**config.mk**
```make
export PLATFORM = sky130hd
export DESIGN_NAME = weight_mem_loader
export DESIGN_NICKNAME = d
export VERILOG_FILES = /design/src/rtl/weight_mem_loader.sv
export SDC_FILE = /design/constraint.sdc
export NUM_CORES = 1
export LEC_CHECK = 0
export CORE_MARGIN = 2
export CORE_UTILIZATION = 30
export DETAILED_ROUTE_END_ITERATION = 6
export PLACE_DENSITY_LB_ADDON = 0.08
export SETUP_SLACK_MARGIN = 0.02
export SYNTH_ARGS = -nofsm -noshare
export SYNTH_HDL_FRONTEND = slang
export SYNTH_SLANG_ARGS = --single-unit
```
**constraint.sdc**
```tcl
create_clock -name clk -period 2.87 [get_ports clk]
set_clock_uncertainty 0.15 [all_clocks]
set_input_delay 0.574 -clock clk [delete_from_list [all_inputs] [get_ports clk]]
set_output_delay 0.574 -clock clk [all_outputs]
set_load 0.02 [all_outputs]
```
**src/rtl/weight_mem_loader.sv**
```systemverilog
// ============================================================================
// Module      : weight_mem_loader
// Description : Filters a valid/ready weight stream by (layer, neuron) and
//               writes the matching words into one neuron's weight RAM.
// Revision    : 1.0 - initial release
// ============================================================================
`default_nettype none

module weight_mem_loader #(
    parameter int layerNo      = 1,
    parameter int neuronNo     = 4,
    parameter int addressWidth = 10,
    parameter int dataWidth    = 16,
    parameter int numWeight    = 784
) (
    input  logic                  clk,
    input  logic                  rst_n,
    input  logic [31:0]           config_layer_num,
    input  logic [31:0]           config_neuron_num,
    input  logic                  load_clear,
    input  logic                  weight_valid,
    input  logic [dataWidth-1:0]  weight_in,
    output logic                  weight_ready,
    output logic                  wen,
    output logic [addressWidth:0] waddr,
    output logic [dataWidth-1:0]  win,
    output logic                  load_done
);

    localparam int                CW        = addressWidth + 1;
    localparam logic [CW-1:0]     c_last    = CW'(numWeight - 1);
    localparam logic [31:0]       c_layer   = 32'(layerNo);
    localparam logic [31:0]       c_neuron  = 32'(neuronNo);

    typedef enum logic [1:0] {
        S_IDLE = 2'd0,
        S_LOAD = 2'd1,
        S_DONE = 2'd2
    } state_t;

    state_t          r_state;
    state_t          w_state_nxt;
    logic [CW-1:0]   r_count;
    logic [CW-1:0]   w_count_nxt;
    logic            w_xfer;
    logic            w_match;
    logic            w_last;
    logic            w_write;

    assign w_xfer  = weight_valid & weight_ready;
    assign w_match = (config_layer_num == c_layer) && (config_neuron_num == c_neuron);
    assign w_last  = (r_count == c_last);

    always_comb begin
        w_state_nxt = r_state;
        w_count_nxt = r_count;
        w_write     = 1'b0;
        if (load_clear) begin
            w_state_nxt = S_IDLE;
            w_count_nxt = '0;
        end else begin
            case (r_state)
                S_IDLE, S_LOAD: begin
                    // Non-matching words are still consumed, just never written
                    if (w_xfer && w_match) begin
                        w_write = 1'b1;
                        if (w_last) begin
                            w_state_nxt = S_DONE;
                            w_count_nxt = '0;
                        end else begin
                            w_state_nxt = S_LOAD;
                            w_count_nxt = r_count + 1'b1;
                        end
                    end
                end
                S_DONE: begin
                    w_state_nxt = S_IDLE;
                    w_count_nxt = '0;
                end
                default: begin
                    w_state_nxt = S_IDLE;
                    w_count_nxt = '0;
                end
            endcase
        end
    end

    always_ff @(posedge clk or negedge rst_n) begin
        if (!rst_n) begin
            r_state <= S_IDLE;
            r_count <= '0;
        end else begin
            r_state <= w_state_nxt;
            r_count <= w_count_nxt;
        end
    end

    // RAM-side outputs are registered; waddr/win hold between writes
    always_ff @(posedge clk or negedge rst_n) begin
        if (!rst_n) begin
            weight_ready <= 1'b0;
            wen          <= 1'b0;
            waddr        <= '0;
            win          <= '0;
            load_done    <= 1'b0;
        end else begin
            weight_ready <= (w_state_nxt != S_DONE);
            wen          <= w_write;
            load_done    <= (w_state_nxt == S_DONE);
            if (w_write) begin
                waddr <= r_count;
                win   <= weight_in;
            end
        end
    end

endmodule

`default_nettype wire

```
**Word-level counts from Yosys, hierarchy flattened**

Cells that the tools add are included.

- Output and inout port bits: 30
- Flip-flop bits (word level): 43

- Reductions and logical operators: 4
- Equal/unequal tests: 7
- $add $sub $neg: 1
- Bitwise gates (word level): 1
- Multiplexer cells: 11

Operators with widths:

| operator | number |
|---|---|
| two-way mux 11 bit | 4 |
| equality test 32 x 1 -> 1 bit (second input constant) | 1 |
| equality test 32 x 3 -> 1 bit (second input constant) | 1 |
| adder 11 x 1 -> 11 bit (second input constant) | 1 |
| equality test 11 x 10 -> 1 bit (second input constant) | 1 |
| two-way mux 2 bit | 4 |
| two-way mux 1 bit | 3 |
| inequality test 3 bit (second input constant) | 1 |
| equality test 2 x 1 -> 1 bit (second input constant) | 1 |
| equality test 2 bit (second input constant) | 1 |
| logical AND 1 bit | 2 |
| zero test 2 bit | 1 |
| inequality test 2 bit (second input constant) | 1 |
| OR reduction 2 bit | 1 |
| bitwise AND 1 bit | 1 |

**Longest topological paths before layout**

- Depth in word-level cells: 7
- Gate-level depth with buffers: 8
- Depth with buffers taken out: 6

**Worst setup path after synthesis**

OpenSTA, ideal clock, no wires.

- Path kind: input to register
- From: in config_neuron_num[15]
- To: reg win[0]
- Path buffers: 2
- Stages on the path: 7
- Data arrival time: 2.631 ns
- Setup slack: -0.036 ns
- Cell sequence: or4_1 or4_1 buf_2 or3_4 inv_2 buf_6 mux2_2

- Cells in the longest elaborated chain, start to end: 6

RTL lines:

| element | RTL line | source |
|---|---|---|
| start: declaration | 19 | `input logic [31:0] config_neuron_num,` |
| equality test 32 x 3 -> 1 bit | 51 | `assign w_match = (config_layer_num == c_layer) && (config_neuron_num == c_neuron);` |
| logical AND 1 bit | 51 |  |
| logical AND 1 bit | 65 | `if (w_xfer && w_match) begin` |
| two-way mux 1 bit | 65 |  |
| two-way mux 1 bit | 62 | `case (r_state)` |
| two-way mux 1 bit | 58 | `if (load_clear) begin` |
| end signal: assignment | 112 | `win <= weight_in;` |
| end: declaration | 26 | `output logic [dataWidth-1:0] win,` |

No other way between the ends.
A chain may end at the register's enable or synchronous reset.

**Final worst setup path**

- From: in config_neuron_num[29]
- To: reg win[7]

The elaborated chain is that of the path after synthesis.

==> flow_summary.json <==
{
  "path_clk_slew_ns": 0.08,
  "r2r-start": "weight_ready$_DFF_PN0_",
  "max_freq_mhz": 364,
  "cp_top_family": "simple AND/OR/NAND/NOR gates",
  "dp_hpwl_mm": 4.20,
  "crit_fanout": 5,
  "synth_area_per_cell_um2": 11.8,
  "critPathSlowestCell": "or4_4",
  "holdWs_ns": 0.271,
  "synth_edf_count": 0,
  "synth_top_area_cell": "dfrtp_1",
  "hold_class": "in2async",
  "ys_top_cells_by_count": "dfrtp_1, mux2_2, nor4_1",
  "cts_max_level": 2,
  "reg2regPathDepth": 7,
  "fin_crit_sh": 0.958,
  "die-area_mm2": 0.00737,
  "path_cells": "clkdlybuf4s50_1 -> nor4_2 -> nand4_1 -> or4_4 -> or3_4 -> inv_6 -> buf_12 -> mux2_2",
  "p_leak_nw": 1.80,
  "synth_cell_type_count": 30,
  "cts.sinks": 42,
  "synth_area_mm2": 0.00201,
  "peakVddDrop_mv": 0.197,
  "max_stage_delay_ns": 0.45,
  "ant_nets": 0,
  "grt_max_degree": 43,
  "ys_top_cells_by_area": "dfrtp_1, mux2_2, mux2_4, nor4_1, a21oi_1",
  "async_flop_share": 1.00,
  "drive_gt1_frac": 0.233,
  "period_minus_slack_ns": 2.75,
  "cts_tree": "done",
  "start_util": 0.313,
  "maxSlewViolCount": 0,
  "tightest_slew_ns": 0.941,
  "hold_viol": 0,
  "io_buffers": 113,
  "cap_violations": 0,
  "rsz0062_at_grt": "false",
  "worstSetupPathType": "in2reg",
  "reg2reg_setup_slack_ns": 0.32,
  "synth-seq-area-share": 0.523,
  "drt-total-wl_mm": 6.00,
  "drt_pre_antenna_iters": 6,
  "r2r_end": "win[7]$_DFFE_PN0P_",
  "p_per_area_mw_per_mm2": 299,
  "die_h_um": 85.8,
  "yosysWarnings": 0,
  "area_growth_pct": 82.7,
  "synth-seq-cells": 42,
  "endpoint_kind": "flip-flop",
  "setup_viol_count_final": 0,
  "syn-instance-count": 170,
  "wl_per_cell_um": 15.9,
  "synthMostInstantiatedCell": "dfrtp_1",
  "synth_flop_cell": "dfrtp_1",
  "crit_buf_inv": 3,
  "antenna_found_initial": 0,
  "grt_util_all_layers": 0.164,
  "crit_arrival_ns": 2.78,
  "tns_ns": 0,
  "critPathLaunchType": "input port",
  "numCtsBuffers": 5,
  "grt_first_pass_wirelength_mm": 9.47,
  "cts-root-buf": "clkbuf_8",
  "cp.required_ns": 2.90,
  "grt_pass1_vias": 1974,
  "nFillCells": 577,
  "maxSlewHeadroom": 0.373,
  "via_per_inst": 4.97,
  "clock_latency_ns": 0.29,
  "status": "finished clean",
  "rows": 29,
  "first_iter_violations": 40,
  "ctsLongestPathBuffers": 2,
  "place.gp.congestion": 0.752,
  "antennaDiodeCount": 0,
  "vias": 1877,
  "syn_nets": 255,
  "io_pins": 114,
  "synth_top_area_share": 0.523,
  "nNetsFinal": 385,
  "placeableCoreArea_mm2": 0.00642,
  "overflow": 0,
  "die_w_um": 85.8,
  "drc_errors": 0
}
[flip-flops by register name, indices dropped and copies added (netlist names)]
signal        count
wen               1
weight_ready      1
r_count          11
waddr            11
win              16
r_state           1
load_done         1
[layout by cell type, fill, tap and decap left out, types with 2 or more instances in the layout]
cell	synthesis	layout
nor2_1	6	6
nor4_2	0	7
and2_1	2	2
clkdlybuf4s50_1	0	70
clkbuf_8	0	5
a21oi_1	12	12
o31ai_1	5	5
or4_1	7	5
buf_4	0	17
nor4b_4	0	2
mux2_2	17	6
dfrtp_1	42	42
nand4b_1	5	5
dlymetal6s2s_1	0	35
nand4_1	6	6
and4_1	2	2
nor3_1	3	3
mux2_4	10	21
dlygate4sd2_1	0	6
nand2_1	4	4
o21ai_0	10	10
nand3_1	5	5
or4_4	0	2
nor4_1	13	6
[routing by layer]
| layer | vias up | global-route usage | share of wire |
|---|---|---|---|
| li1 | 915 | - | - |
| met4 | 0 | 0.0418 | 0.011 |
| met3 | 8 | 0.0549 | 0.044 |
| met1 | 904 | 0.177 | 0.39 |
| met5 | - | 0 | 0 |
| met2 | 50 | 0.305 | 0.55 |
[cell type report]
| type | instances | area, um^2 | share of cell area |
|---|---|---|---|
| Clock buffer | 6 | 72.6 | 0.0198 |
| Clock inverter | 2 | 13.8 | 0.00375 |
| Timing Repair Buffer | 133 | 1410 | 0.383 |
| Tap cell | 77 | 96.3 | 0.0262 |
| Inverter | 2 | 12.5 | 0.00341 |
| Multi-Input combinational cell | 116 | 1020 | 0.277 |
| Sequential cell | 42 | 1050 | 0.286 |
[worst register-to-register path: cells and delay by family, from the launching register on]
kind / cells / cell delay [ns]
buffers and inverters: 2 / 0.22
flip-flops: 1 / 0.36
multiplexers: 1 / 0.33
AND/OR/NAND/NOR: 4 / 1.38
[what timing repair did]
action / CTS / global route
setup buffers: 9 / 0
gates resized for setup: 21 / 50
cloned: 1 / 1
pin swaps: 3 / 19
endpoints found under the setup margin: 29 / 41
hold buffers: 0 / 0
[how the worst max path moves through the flow]
stage          slack [ns]                  end  cells past startpoint                   from
6_report             0.12   win[7]$_DFFE_PN0P_                      8  config_neuron_num[29]
5_1_grt              0.02   win[3]$_DFFE_PN0P_                      8  config_neuron_num[29]
4_1_cts             -0.02   win[7]$_DFFE_PN0P_                      8  config_neuron_num[18]
3_5_place_dp        -0.44   win[7]$_DFFE_PN0P_                      8   config_layer_num[29]
3_3_place_gp        -0.46  win[12]$_DFFE_PN0P_                      8   config_layer_num[29]
2_1_floorplan        0.07   win[0]$_DFFE_PN0P_                      7  config_neuron_num[15]
[stage by stage]
stage	area (um^2)	cells	utilization	worst slack (ns)	power (W)
after floorplan	2020	170	-	0.0714	0.000611
after global placement	3250	359	0.506	-0.460	0.000735
after detailed placement	3250	359	0.506	-0.437	0.000737
after CTS	3480	377	0.542	-0.0232	0.00112
after global routing	3670	378	0.572	0.0187	0.00116
final	3670	378	0.572	0.119	0.00110
[report_power, final]
part           leakage (nW)  internal, W  switching [W]
clock network        0.0452     0.000172       0.000200
logic                  1.17    0.0000950      0.0000390
registers             0.582     0.000591              0
[kinds of logic (layout without fill, tap and decap cells)]
logic type / Yosys count / count (layout) / share of synthesized area
AOI/OAI and AO/OA: 28 / 28 / 0.0766
adders and majority gates: 1 / 1 / 0.00623
buffers and inverters: 12 / 143 / 0.0342
DFF: 42 / 42 / 0.523
muxes: 27 / 27 / 0.170
and+or+nand+nor: 60 / 60 / 0.190
No activity file was read; power rests on OpenSTA's default activity.
==> RTL edit 1: new RTL, same settings <==
Add an input register stage for `config_neuron_num`; this delays it by one clock. The other inputs are not delayed to match.
--- a/src/rtl/weight_mem_loader.sv
+++ b/src/rtl/weight_mem_loader.sv
@@ -38,6 +38,12 @@
         S_DONE = 2'd2
     } state_t;
 
+    logic [31:0] config_neuron_num_q;
+
+    always_ff @(posedge clk) begin
+        config_neuron_num_q <= config_neuron_num;
+    end
+
     state_t          r_state;
     state_t          w_state_nxt;
     logic [CW-1:0]   r_count;
@@ -48,7 +54,7 @@
     logic            w_write;
 
     assign w_xfer  = weight_valid & weight_ready;
-    assign w_match = (config_layer_num == c_layer) && (config_neuron_num == c_neuron);
+    assign w_match = (config_layer_num == c_layer) && (config_neuron_num_q == c_neuron);
     assign w_last  = (r_count == c_last);
 
     always_comb begin
Check against the original RTL: not equivalent (a bounded check fails within 4 cycles, from zero or initial values and one cycle with rst_n low).
==> RTL edit 1 against the unedited design <==
  * First-iteration DRC count increased by 75%
  * Cell area increased by 14%
  * Sequential cell count increased by 32
  * Via count increased by 7.8%
  * Count of clock-buffer cells in the layout increased by 4
  * Power increased by 83%
  * Wire length increased by 1.1%
  * Worst setup slack improved by 0.17 ns
  * Area after synthesis increased by 36%
  * Non-clock buffer count decreased by 13
==> RTL edit 1: results <==
metrics = {
    "route": {
        "wl_met1_mm": 2.532,
        "viasPerCell": 4.610,
        "first_iter_violations": 70,
        "drt-wirelength-per-cell_um": 13.81,
        "dr.pass1.iters": 4,
        "wl_met2_mm": 2.966,
        "dr_wl_met3_um": 494,
    },
    "clock_tree": {
        "cts_setup_buffers": 0,
        "cts_resized": 0,
        "clk_latency_ns": 0.34,
        "htreeDepth": 3,
    },
    "synth": {
        "yosysUniqueCellTypes": 31,
        "yosysSeqAreaShare_pct": 62.02,
        "async_reset_ff_share_pct": 56.76,
        "synth_common_cells": "dfrtp_1, dfxtp_1, mux2_4",
        "synth_fp_nets": 290,
        "synth_area_leaders": "dfrtp_1, dfxtp_1, mux2_4, mux2_2, nor4_1",
    },
    "power_and_ir_drop": {
        "irDropWorstVdd_uv": 275.3,
        "power_leakage_nw": 1.833,
    },
    "critical_path": {
        "r2r_start": "config_neuron_num_q[27]",
        "reg2reg_slack_ns": 0.66,
        "crit_slowest_cell": "clkdlybuf4s50_1",
        "cp.arrival_ns": 2.70,
        "critPathMaxStageDelay_ns": 0.39,
        "r2r-end": "r_count[1]",
    },
    "global_route": {
        "first_global_vias": 2119,
        "grt_use_total_pct": 12.99,
    },
    "timing": {
        "hold_ws_ns": 0.2135,
    },
    "status": {
        "status": "finished, final reports clean",
    },
    "placement": {
        "finalWeightedCongestion": 0.8013,
        "place_area_um2": 3999,
    },
    "final_layout": {
        "top_regs": "config_neuron_num_q: 32 flops, win: 16 flops",
        "layout.nets": 411,
    },
}
-- RTL edit 1: kinds of logic (layout without fill, tap and decap cells) --
logic type      count (synthesis)  in the layout  synth area share [%]
mux                            29             29                 14.63
buf+inv                        13            139                 2.431
compound gates                 12             12                 3.578
simple gates                   76             76                 16.88
flops                          74             74                 62.02
fa+ha+maj                       1              1                0.4586
-- RTL edit 1: layer usage --
| layer | global-route usage, % | vias to the layer above |
|---|---|---|
| li1 | - | 995 |
| met1 | 15.78 | 945 |
| met2 | 21.15 | 79 |
| met3 | 5.692 | 5 |
| met4 | 3.477 | 0 |
| met5 | 0 | - |
-- RTL edit 1: worst max path at each step --
stage,startpoint,end,slack [ns],depth (start not counted)
floorplan,config_layer_num[25],waddr[0],0.47,6
global placement,config_layer_num[18],r_count[1],-0.1,7
detailed placement,config_layer_num[18],r_count[1],-0.09,7
CTS,config_layer_num[18],r_count[1],0.28,7
global route,config_layer_num[21],r_count[1],0.14,7
finish,config_layer_num[18],r_count[1],0.29,7
-- RTL edit 1: through the flow --
step / setup slack (ns) / std cells
6_report: 0.2938 / 439
5_1_grt: 0.1402 / 439
4_1_cts: 0.2820 / 439
3_5_place_dp: -0.08707 / 423
3_3_place_gp: -0.09795 / 423
2_1_floorplan: 0.4679 / 205
-- RTL edit 1: where the power goes --
part	internal [mW]	switching, mW	total [mW]	leakage, nW
clock network	0.382	0.422	0.804	0.101
logic	0.103	0.0333	0.136	0.880
registers	1.06	0.00617	1.06	0.852
total	1.54	0.461	2.01	1.83
-- RTL edit 1: layout make-up --
cell class | instances | area (um^2)
fill | 826 | 4564
inverter | 3 | 11.26
tap | 108 | 135.1
clock inverter | 6 | 51.30
timing repair buffer | 120 | 1191
multi-input combinational | 118 | 969.7
clock buffer | 10 | 148.9
sequential | 74 | 1692
==> RTL edit 2: new RTL, same settings <==
Without the edit above. Change the parameter `dataWidth` from 16 to 12.
--- a/src/rtl/weight_mem_loader.sv
+++ b/src/rtl/weight_mem_loader.sv
@@ -10,7 +10,7 @@
     parameter int layerNo      = 1,
     parameter int neuronNo     = 4,
     parameter int addressWidth = 10,
-    parameter int dataWidth    = 16,
+    parameter int dataWidth    = 12,
     parameter int numWeight    = 784
 ) (
     input  logic                  clk,
Interface: changed (resized weight_in and win); port bits go from 114 to 106. The function was not compared with the original's and may differ.
==> RTL edit 2 against the unedited design <==
  * Area after synthesis down 6.9%
  * Cell area fell by 7.5%
  * Sequential share of layout area is 0.64 points lower
  * Sequential cell count is 4 lower
  * Fmax fell by 2.3%
  * Wire length fell by 8.9%
  * Power decreased by 5.6%
  * Worst setup slack worse by 0.063 ns
  * Critical path type unchanged
  * Largest cell class unchanged
  * Largest power group unchanged
  * Highest routed layer unchanged
==> RTL edit 2: results <==
metrics = {
    "status": {
        "status": "finished, final reports clean",
    },
    "placement": {
        "pre_cts_slack_ns": -0.3555,
        "port_buffers": 105,
        "hpwl_mm": 3.957,
        "place_area_um2": 3095,
        "finalWeightedCongestion": 0.7493,
        "dp.cells": 344,
    },
    "hold_path": {
        "hold_class": "primary input to async pin",
    },
    "critical_path": {
        "r2r-end": "waddr[3]",
        "reg2reg_depth": 6,
        "crit_slowest_cell": "or3_4",
        "reg2reg_slack_ns": 0.26,
        "cp-startpoint": "config_neuron_num[10]",
        "cp.arrival_ns": 2.84,
        "critPathMaxStageDelay_ns": 0.50,
    },
    "synth": {
        "yosysSeqAreaShare_pct": 50.84,
        "syn-instance-count": 161,
        "synth_area_leaders": "dfrtp_1, mux2_4, nor4_1, mux2_2, mux2_1",
        "yosysUniqueCellTypes": 32,
        "synth_common_cells": "dfrtp_1, nor4_1, a21oi_1",
        "synth_fp_nets": 242,
    },
    "final_layout": {
        "largest_register_ffs": 12,
        "finalNonFillerCells": 358,
        "drive_above_1_share_pct": 20.14,
        "top_regs": "win: 12 flops, r_count: 11 flops, waddr: 11 flops",
    },
    "timing": {
        "hold_ws_ns": 0.2284,
        "timing.final.ws_setup_ns": 0.05583,
        "worst_pin_slew_ns": 0.8255,
    },
    "route": {
        "dr.pass1.iters": 4,
        "wl_met2_mm": 2.891,
        "first_iter_violations": 74,
        "dr_wl_met3_um": 241,
        "drt-wirelength-per-cell_um": 15.25,
        "wl_met1_mm": 2.248,
        "viasPerCell": 4.992,
    },
    "global_route": {
        "met1_usage_pct": 18.44,
        "use_met2_pct": 26.17,
        "first_global_vias": 1794,
        "grt_use_met3_pct": 4.771,
        "grt_pass1_wl_mm": 8.556,
        "grt_use_total_pct": 15.35,
        "grt_start_max_net_pins": 39,
    },
    "clock_tree": {
        "htreeDepth": 2,
    },
    "power_and_ir_drop": {
        "power_leakage_nw": 1.693,
        "powerSeq_mw": 0.535,
        "powerClk_mw": 0.371,
        "irDropWorstVdd_uv": 259.2,
        "total_power_mw": 1.036,
        "p_sw_mw": 0.2140,
    },
}
[RTL edit 2: layout make-up]
class / instances / area (um^2)
Tap cell: 75 / 93.84
Clock inverter: 1 / 5.005
Multi-Input combinational cell: 112 / 938.4
Inverter: 2 / 20.02
Sequential cell: 38 / 950.9
Timing Repair inverter: 1 / 8.758
Clock buffer: 7 / 86.33
Timing Repair Buffer: 122 / 1294
Fill cell: 493 / 2594
[RTL edit 2: timing repair]
item,CTS,global route
cloned,0,2
gates resized for setup,2,42
setup buffers,1,3
pin swaps,2,17
setup endpoints to repair,23,26
endpoints found under the hold margin,0,0
hold buffers,0,0
[RTL edit 2: cells by family (layout without fill, tap and decap cells)]
group / after synthesis / count (layout) / share of synthesized area, %
multiplexers: 23 / 23 / 15.85
AND/OR/NAND/NOR: 61 / 61 / 21.41
AO/OA/AOI/OAI: 27 / 27 / 8.094
buffers and inverters: 11 / 133 / 3.143
flip-flops: 38 / 38 / 50.84
adder cells (fa/ha/maj): 1 / 1 / 0.6688
